[src/rtl/pwm_pkg.sv]
// Shared servo/PWM definitions and pushbutton FSM state encoding.
// Also used by button_repeat_one_shot (BUTTON_AUTO_REPEAT_EN selects auto-repeat).
package pwm_pkg;

    typedef enum logic [2:0] {
        IDLE        = 3'd0,
        PRESS_DB    = 3'd1,
        HELD_DELAY  = 3'd2,
        HELD_REPEAT = 3'd3,
        RELEASE_DB  = 3'd4
    } btn_state_t;

    // Without auto-repeat the held phase collapses onto one encoding
    localparam btn_state_t HELD = HELD_DELAY;

    // One button pulse moves the servo 5 degrees: 36 steps span 180 degrees
    localparam int unsigned MIN_DC = 45_000;
    localparam int unsigned STEP   = 1_500;
    localparam int unsigned MAX_DC = MIN_DC + 36 * STEP;

    function automatic int unsigned max3(
        input int unsigned a,
        input int unsigned b,
        input int unsigned c
    );
        int unsigned m;
        m = (a > b) ? a : b;
        return (m > c) ? m : c;
    endfunction

endpackage

[src/rtl/sync_2ff.sv]
// Two-flop synchronizer for an asynchronous input pin.
// Both flops reset to RST_VAL so a released pin looks released out of reset.
module sync_2ff #(
    parameter logic RST_VAL = 1'b0
) (
    input  logic clk,
    input  logic rst,
    input  logic d,
    output logic q
);

    logic meta;

    always_ff @(posedge clk or negedge rst) begin
        if (!rst) begin
            meta <= RST_VAL;
            q    <= RST_VAL;
        end else begin
            meta <= d;
            q    <= meta;
        end
    end

endmodule

[src/rtl/button_repeat_one_shot.sv]
// Debounced pushbutton to one-shot pulse with optional auto-repeat.
// Define BUTTON_AUTO_REPEAT_EN to enable the repeat delay/rate behaviour.
module button_repeat_one_shot
    import pwm_pkg::*;
#(
    parameter bit          INVERT_LOGIC       = 1'b1,
    parameter int unsigned DEBOUNCE_THRESHOLD = 5000,
    parameter int unsigned REPEAT_DELAY       = 12_500_000,
    parameter int unsigned REPEAT_RATE        = 2_500_000
) (
    input  logic clk,
    input  logic rst,
    input  logic signal,
    output logic signal_one_shot,
    output logic signal_level,
    output logic repeat_active
);

    localparam int unsigned CNT_MAX =
        max3(DEBOUNCE_THRESHOLD, REPEAT_DELAY, REPEAT_RATE);
    localparam int CNT_W = $clog2(CNT_MAX) + 1;

    localparam logic [CNT_W-1:0] CNT_ONE = CNT_W'(1);
    localparam logic [CNT_W-1:0] DB_LIM  = CNT_W'(DEBOUNCE_THRESHOLD);
`ifdef BUTTON_AUTO_REPEAT_EN
    localparam logic [CNT_W-1:0] RD_LIM  = CNT_W'(REPEAT_DELAY - 1);
    localparam logic [CNT_W-1:0] RR_LIM  = CNT_W'(REPEAT_RATE - 1);
`endif

    btn_state_t       state_q;
    btn_state_t       state_d;
    logic [CNT_W-1:0] cnt_q;
    logic [CNT_W-1:0] cnt_d;
    logic             sync_q;
    logic             p;
    logic             fire;
    logic             level_d;
    logic             rpt_d;

    sync_2ff #(
        .RST_VAL (INVERT_LOGIC)
    ) u_sync (
        .clk (clk),
        .rst (rst),
        .d   (signal),
        .q   (sync_q)
    );

    assign p = sync_q ^ INVERT_LOGIC;

    always_comb begin
        state_d = state_q;
        cnt_d   = cnt_q;
        fire    = 1'b0;
        level_d = signal_level;
`ifdef BUTTON_AUTO_REPEAT_EN
        rpt_d   = repeat_active;
`else
        rpt_d   = 1'b0;
`endif
        unique case (state_q)
            IDLE: begin
                level_d = 1'b0;
                rpt_d   = 1'b0;
                if (p) begin
                    state_d = PRESS_DB;
                    cnt_d   = CNT_ONE;
                end else begin
                    cnt_d   = '0;
                end
            end
            PRESS_DB: begin
                if (!p) begin
                    state_d = IDLE;
                    cnt_d   = '0;
                end else if (cnt_q == DB_LIM) begin
                    state_d = HELD_DELAY;
                    cnt_d   = '0;
                    fire    = 1'b1;
                    level_d = 1'b1;
                end else begin
                    cnt_d   = cnt_q + CNT_ONE;
                end
            end
`ifdef BUTTON_AUTO_REPEAT_EN
            HELD_DELAY: begin
                if (!p) begin
                    state_d = RELEASE_DB;
                    cnt_d   = CNT_ONE;
                end else if (cnt_q == RD_LIM) begin
                    state_d = HELD_REPEAT;
                    cnt_d   = '0;
                    fire    = 1'b1;
                    rpt_d   = 1'b1;
                end else begin
                    cnt_d   = cnt_q + CNT_ONE;
                end
            end
            HELD_REPEAT: begin
                if (!p) begin
                    state_d = RELEASE_DB;
                    cnt_d   = CNT_ONE;
                end else if (cnt_q == RR_LIM) begin
                    cnt_d   = '0;
                    fire    = 1'b1;
                end else begin
                    cnt_d   = cnt_q + CNT_ONE;
                end
            end
`else
            HELD: begin
                cnt_d = '0;
                if (!p) begin
                    state_d = RELEASE_DB;
                    cnt_d   = CNT_ONE;
                end
            end
`endif
            RELEASE_DB: begin
                if (p) begin
                    state_d = HELD_DELAY;
                    cnt_d   = '0;
                    rpt_d   = 1'b0;
                end else if (cnt_q == DB_LIM) begin
                    state_d = IDLE;
                    cnt_d   = '0;
                    level_d = 1'b0;
                    rpt_d   = 1'b0;
                end else begin
                    cnt_d   = cnt_q + CNT_ONE;
                end
            end
            default: begin
                state_d = IDLE;
                cnt_d   = '0;
                level_d = 1'b0;
                rpt_d   = 1'b0;
            end
        endcase
    end

    // Suppressing a fire right after a pulse keeps pulses non-adjacent
    // even with REPEAT_DELAY or REPEAT_RATE of 1.
    always_ff @(posedge clk or negedge rst) begin
        if (!rst) begin
            state_q         <= IDLE;
            cnt_q           <= '0;
            signal_one_shot <= 1'b0;
            signal_level    <= 1'b0;
            repeat_active   <= 1'b0;
        end else begin
            state_q         <= state_d;
            cnt_q           <= cnt_d;
            signal_one_shot <= fire & ~signal_one_shot;
            signal_level    <= level_d;
            repeat_active   <= rpt_d;
        end
    end

endmodule

[config.mk]
export PLATFORM = sky130hd
export DESIGN_NAME = button_repeat_one_shot
export DESIGN_NICKNAME = d
export VERILOG_FILES = /design/src/rtl/pwm_pkg.sv /design/src/rtl/sync_2ff.sv /design/src/rtl/button_repeat_one_shot.sv
export SDC_FILE = /design/constraint.sdc
export NUM_CORES = 1
export LEC_CHECK = 0
export CAP_MARGIN = 20
export CORE_UTILIZATION = 45
export CTS_CLUSTER_DIAMETER = 50
export DETAILED_ROUTE_END_ITERATION = 8
export RECOVER_POWER = 100
export SLEW_MARGIN = 10
export SYNTH_ARGS = -nofsm -noshare
export SYNTH_HDL_FRONTEND = slang
export SYNTH_SLANG_ARGS = --single-unit
[constraint.sdc]
create_clock -name clk -period 2.35 [get_ports clk]
set_input_delay 0.235 -clock clk [delete_from_list [all_inputs] [get_ports clk]]
set_output_delay 0.235 -clock clk [all_outputs]
set_load 0.01 [all_outputs]
==> qor.yml <==
start_kind: "register"
finalMaxSlewViolations: 0
status: "complete, no violations"
synthCells: 182
dpl_cell_area_sq_um: 1826
drtIter0Drc: 89
tightest_slew_ns: 0.8079
path_cells: "inv_1 > ha_1 > nor4b_1 > nand4_1 > o211ai_1 > buf_12 > a21oi_1"
layout_commonest_cell: "dfrtp_1"
tritoncts: "built"
setup_viol: 0
track_usage_pct: 19.56
drtAntennaViolNets: 0
wl_mm: 3.539
grt_overflow: 0
powerDensity_nw_per_um2: 546.9
post-cts-setup-buffer-count: 0
syn2layout_area_growth_pct: 10.04
cts_hold_buf: 0
ys_async_sr_fraction_pct: 100.0
max_stage_delay_ns: 0.44
relSlewSlack_pct: 46.14
drt_first_pass_iters: 4
design_area_sq_um: 1919
power_mw: 1.050
gp_congestion: 0.8332
rsz0062_at_grt: "false"
clk_latency_ns: 0.28
maxCapViolations: 0
drcViolationCount: 0
crit_arrival_ns: 2.19
dp_hpwl_mm: 2.464
first_global_vias: 1336
crit_type: "reg2reg"
worst-path-buf-inv: 2
tns_ns: 0
cp.required_ns: 2.51
period_share_pct: 86.74
die_w_microns: 64.26
synth_edf_count: 0
holdCritPathClass: "reg2reg"
cellLeakagePower_nw: 0.7558
syn-num-nets: 187
die_area_sq_um: 4129
drive_gt1_share_pct: 10.53
fp-row-count: 22
yosysWarningCount: 0
netlist_area_sq_um: 1744
grt_start_max_net_pins: 33
clk_pin_slew_worst_paths_ns: 0.07
design.core.area_sq_um: 3689
wl_per_cell_microns: 14.87
seq_area_frac_synth_pct: 46.05
io_buffers: 4
ys_types: 41
vias: 1396
ys.flop_type: "dfrtp_1"
grt_pass1_wl_mm: 6.141
syn_area_per_cell_sq_um: 9.583
fin_crit_ns: 2.038
clock_path_buffers: 2
ios: 6
synth-seq-cells: 32
root_buffer: "clkbuf_8"
antenna_found_initial: 0
antenna_cells: 0
initial_core_util_pct: 47.29
ctsHtreeMaxLevel: 2
cts_sinks: 32
crit_path_end_kind: "register"
via_per_inst: 5.866
finalHoldViolCount: 0
final_cell_mix: "dfrtp_1, nor2_1, a21oi_1"
peakVddDrop_mv: 0.2069
skew_ns: 0.005854
max_freq_ghz: 0.4906
worst-path-max-fanout: 24
final_nets: 194
die_h_microns: 64.26
crit_path_top_delay_cell: "dfrtp_1"
numCtsBuffers: 5
critPathTopFamily: "simple AND/OR/NAND/NOR gates"
[registers in the layout (all words and copies together), names as in the netlist]
signal and cells:
cnt_q 25, signal_level 1, signal_one_shot 1, state_q 3
u_sync.meta 1, u_sync.q 1
[stage by stage]
step	setup slack, ns	hold WS [ns]	utilization, %	cells
global placement	0.2724	0.3462	49.49	230
finish	0.3117	0.3498	52.04	238
floorplan	0.3597	-0.06059	-	182
CTS	0.1602	0.3509	52.00	238
global route	0.1444	0.3518	52.04	238
detailed placement	0.1793	0.3479	49.49	230
[cell families after synthesis]
logic type      share of synthesized area (%)
flops                                   46.05
fa+ha+maj                               1.434
xor+xnor                                6.528
compound gates                          13.06
buf+inv                                 5.667
other cells                            0.2150
simple gates                            27.04
[Yosys cell counts, types with 3 or more instances]
master     n  area [sq um]
and4_1     3         26.28
nand3_1   11         55.05
xnor2_1    5         43.79
o31ai_1    8         60.06
nand2_1   10         37.54
clkbuf_1   3         11.26
or4_1      8         60.06
a21oi_1   13         65.06
o21ai_0    5         25.02
dfrtp_1   30         750.7
nor2_1    17         63.81
nor4b_1    3         26.28
nor4_1     4         25.02
nand4_1    8         50.05
xor2_1     8         70.07
inv_1      8         30.03
buf_6      4         45.04
[what timing repair did]
| item | 4_1_cts | 5_1_grt |
|---|---|---|
| endpoints found under the setup margin | 0 | 4 |
| gates resized for setup | 0 | 1 |
| hold endpoints to repair | 0 | 0 |
[area by class of cell]
cell class / instances / area, sq um
clock inverters: 2 / 10.01
flip-flops and latches: 32 / 803.3
multi-input cells: 133 / 845.8
inverters: 8 / 30.03
well taps: 48 / 60.06
clock buffers: 6 / 82.58
fillers: 356 / 1769
repair buffers: 9 / 87.58
[final timing paths]
check	start	end	slack (ns)	cells past startpoint
hold / removal	u_sync.meta	u_sync.q	0.35	0
hold reg to reg	u_sync.meta	u_sync.q	0.35	0
setup / recovery	cnt_q[0]	cnt_q[19]	0.31	7
min in group asynchronous	rst	signal_one_shot	0.57	2
max in group asynchronous	rst	cnt_q[18]	1.27	2
setup reg to reg	cnt_q[0]	cnt_q[19]	0.31	7
[metal layers]
layer / GRT usage, % / wire (microns) / vias up
met1: 25.99 / 1689 / 683
met2: 30.92 / 1711 / 13
met4: 8.333 / 50 / 0
li1: - / - / 692
met3: 3.750 / 88 / 8
met5: 0 / 0 / -
[power by group]
| group | internal [mW] | switching, mW | leakage, nW |
|---|---|---|---|
| combinational | 0.0165 | 0.0314 | 0.269 |
| clock | 0.233 | 0.202 | 0.0510 |
| sequential | 0.558 | 0.00848 | 0.435 |
[worst reg2reg max path: stages (launching register included)]
cell and delay, ns:
dfrtp_1 0.44, inv_1 0.10, ha_1 0.16, nor4b_1 0.30
nand4_1 0.28, o211ai_1 0.36, buf_12 0.21, a21oi_1 0.07
Note: power is estimated with default switching activity, not from simulation.
==> RTL change (same settings) <==
Encoding of `btn_state_t`: now one-hot (5 bits for 5 states).
--- a/src/rtl/pwm_pkg.sv
+++ b/src/rtl/pwm_pkg.sv
@@ -4,8 +4,8 @@
 
-    typedef enum logic [2:0] {
-        IDLE        = 3'd0,
-        PRESS_DB    = 3'd1,
-        HELD_DELAY  = 3'd2,
-        HELD_REPEAT = 3'd3,
-        RELEASE_DB  = 3'd4
+    typedef enum logic [4:0] {
+        IDLE        = 5'b00001,
+        PRESS_DB    = 5'b00010,
+        HELD_DELAY  = 5'b00100,
+        HELD_REPEAT = 5'b01000,
+        RELEASE_DB  = 5'b10000
     } btn_state_t;
Function: same outputs for any inputs over 10 cycles, from zero or initial values and one cycle with rst low; not proved beyond that.
==> RTL change against the unedited design <==
Power is 2.1% higher; routed wire length is 3.1% higher; worst setup slack better by 0.082 ns; sequential power grew 7.4%; area after synthesis rose by 4.6%; design area up 1.9%; die area increased by 4.5%; sequential share of layout area up 0.57 points; sequential cell count grew 1; largest power group unchanged; non-clock buffer count down 1; maximum frequency up 4.2%.
==> RTL change: results (changes against the unedited design) <==
| Metric | Value |
|---|---|
| Outcome | `finished, final reports clean (unchanged)` |
| HP Start | `u_sync.meta$_DFF_PN1_ (unchanged)` |
| R2R Setup Slk | `0.39 ns (was 0.31 ns)` |
| DP HPWL | `2560 µm (was 2460 µm)` |
| Final wirelength | `3650 µm (was 3540 µm)` |
| Slew headroom | `46.1% (about the same)` |
| Cells on worst reg2reg path | `5 (was 7)` |
| Vias in the first global route | `1414 (was 1336)` |
| WP data arrival | `2.16 ns (was 2.19 ns)` |
| Pre-CTS WS | `0.495 ns (was 0.179 ns)` |
| Post-synth net total | `192 (was 187)` |
| DRT iter0 DRCs | `96 (was 89)` |
| R2R Path End | `cnt_q[16]$_DFF_PN0_ (was cnt_q[19]$_DFF_PN0_)` |
| Crit Reg-Reg Startpoint | `state_q[1]$_DFFE_PN0P_ (was cnt_q[0]$_DFF_PN0_)` |
| Ant diodes | `0 (unchanged)` |
| Seq/Total Area, Yosys | `45.5% (was 46.1%)` |
| Share of layout cells above drive strength 1 | `10.9% (was 10.5%)` |
| HP Class | `reg -> reg (unchanged)` |
| Fillcell total | `361 (was 356)` |
| Count of input and output buffers | `4 (unchanged)` |
| Vias per Instance | `5.88 (was 5.87)` |
| CTS root buffer | `clkbuf_8 (unchanged)` |
| Synth cell types | `45 (was 41)` |
| Synth area leaders | `dfrtp_1 (41%), xor2_1 (5.3%), dfstp_2 (4.3%), a21oi_1 (3.8%), nor2_1 (3.7%) (was dfrtp_1 (43%), xor2_1 (4.0%), a21oi_1 (3.7%), nor2_1 (3.7%), o31ai_1 (3.4%))` |
| First-pass GRT wire length | `6480 µm (was 6140 µm)` |
| Yosys warns | `0 (unchanged)` |
| Gr usage total | `20.2% (was 19.6%)` |
| Largest net degree at the start of global routing | `34 (was 33)` |
| Worst path max stage delay | `0.56 ns (was 0.44 ns)` |
| Initial antenna violation count | `0 (unchanged)` |
| Max Root-Sink Buffers | `2 (unchanged)` |
| GPL Wtd Cong | `0.817 (was 0.833)` |
| Clk_skew | `0.00358 ns (was 0.00585 ns)` |
| Slowest stage cell, crit path | `dfrtp_1 (unchanged)` |
| Setup bufs post-CTS | `0 (unchanged)` |
| Worst-path clk slew | `0.06 ns` |
| Largest regs | `cnt_q: 25 flops, state_q: 4 flops (was cnt_q: 25 flops, state_q: 3 flops)` |
| VDD IR max | `0.343 mV (was 0.207 mV)` |
| Most instantiated cells after synthesis | `dfrtp_1 (30), nor2_1 (18), a21oi_1 (14), o21ai_0 (12), xor2_1 (11) (was dfrtp_1 (30), nor2_1 (17), a21oi_1 (13), nand3_1 (11), nand2_1 (10))` |
| Critical path's top delay family | `compound AO/OA/AOI/OAI gates (was simple AND/OR/NAND/NOR gates)` |
| Nets | `196 (was 194)` |
| LEAKAGE | `0.806 nW (was 0.756 nW)` |
| Critical path fanouts, max | `14 (was 24)` |
RTL change: cell types whose count changed after synthesis, sizes merged, moves of 3 or more:
cell / unedited run / this run
xnor2: 5 / 2
o31ai: 8 / 4
nand3: 11 / 6
nor4: 4 / 1
or4: 8 / 4
or3: 2 / 7
xor2: 8 / 11
and3: 3 / 7
o21ai: 5 / 13
RTL change: kinds of logic after synthesis:
kind of cell	Yosys count	synth area share, %
other	1	0.206
DFF	33	45.5
and+or+nand+nor	79	27.7
xor gates and xnor gates	13	6.24
adders and majority gates	2	1.37
AOI/OAI and AO/OA	41	14.3
buffers and inverters	18	4.66
RTL change: through the flow:
stage | total power, mW | hold WS [ns] | area (µm²) | cells | util [%]
after floorplan | 0.659 | -0.0606 | 1820 | 187 | -
after global placement | 0.689 | 0.350 | 1900 | 232 | 50.3
after detailed placement | 0.691 | 0.352 | 1900 | 232 | 50.3
after CTS | 1.10 | 0.351 | 1980 | 240 | 52.4
after global routing | 1.13 | 0.363 | 1960 | 240 | 51.9
final | 1.07 | 0.359 | 1960 | 240 | 51.9
RTL change: worst max-delay path by stage:
stage                                 from             endpoint  slack (ns)  cells past startpoint
detailed placement      cnt_q[0]$_DFF_PN0_  cnt_q[20]$_DFF_PN0_        0.49                      5
finish              state_q[1]$_DFFE_PN0P_  cnt_q[16]$_DFF_PN0_        0.39                      5
floorplan               cnt_q[0]$_DFF_PN0_  cnt_q[22]$_DFF_PN0_        0.72                      6
global route        state_q[1]$_DFFE_PN0P_  cnt_q[21]$_DFF_PN0_        0.17                      5
CTS                     cnt_q[0]$_DFF_PN0_  cnt_q[20]$_DFF_PN0_        0.47                      5
global placement        cnt_q[0]$_DFF_PN0_  cnt_q[22]$_DFF_PN0_        0.53                      5
RTL change: layer usage:
layer  share of wire [%]  vias to the layer above  GRT usage [%]
met3                 3.2                        7           5.21
met1                  48                      690           26.2
li1                    -                      691              -
met2                  48                       24           32.0
met4                 1.6                        0           7.88
met5                   0                        -              0
RTL change: report_power, final:
group / switching (mW) / total [mW] / internal, mW
sequential: 0.0243 / 0.608 / 0.584
combinational: 0.0422 / 0.0678 / 0.0256
clock: 0.186 / 0.396 / 0.210
RTL change: layout make-up:
class | count | area (µm²) | area share [%]
Clock buffer | 8 | 80.1 | 4.09
Multi-Input combinational cell | 136 | 895 | 45.7
Inverter | 7 | 26.3 | 1.34
Tap cell | 48 | 60.1 | 3.07
Sequential cell | 33 | 830 | 42.4
Timing Repair Buffer | 8 | 65.1 | 3.33
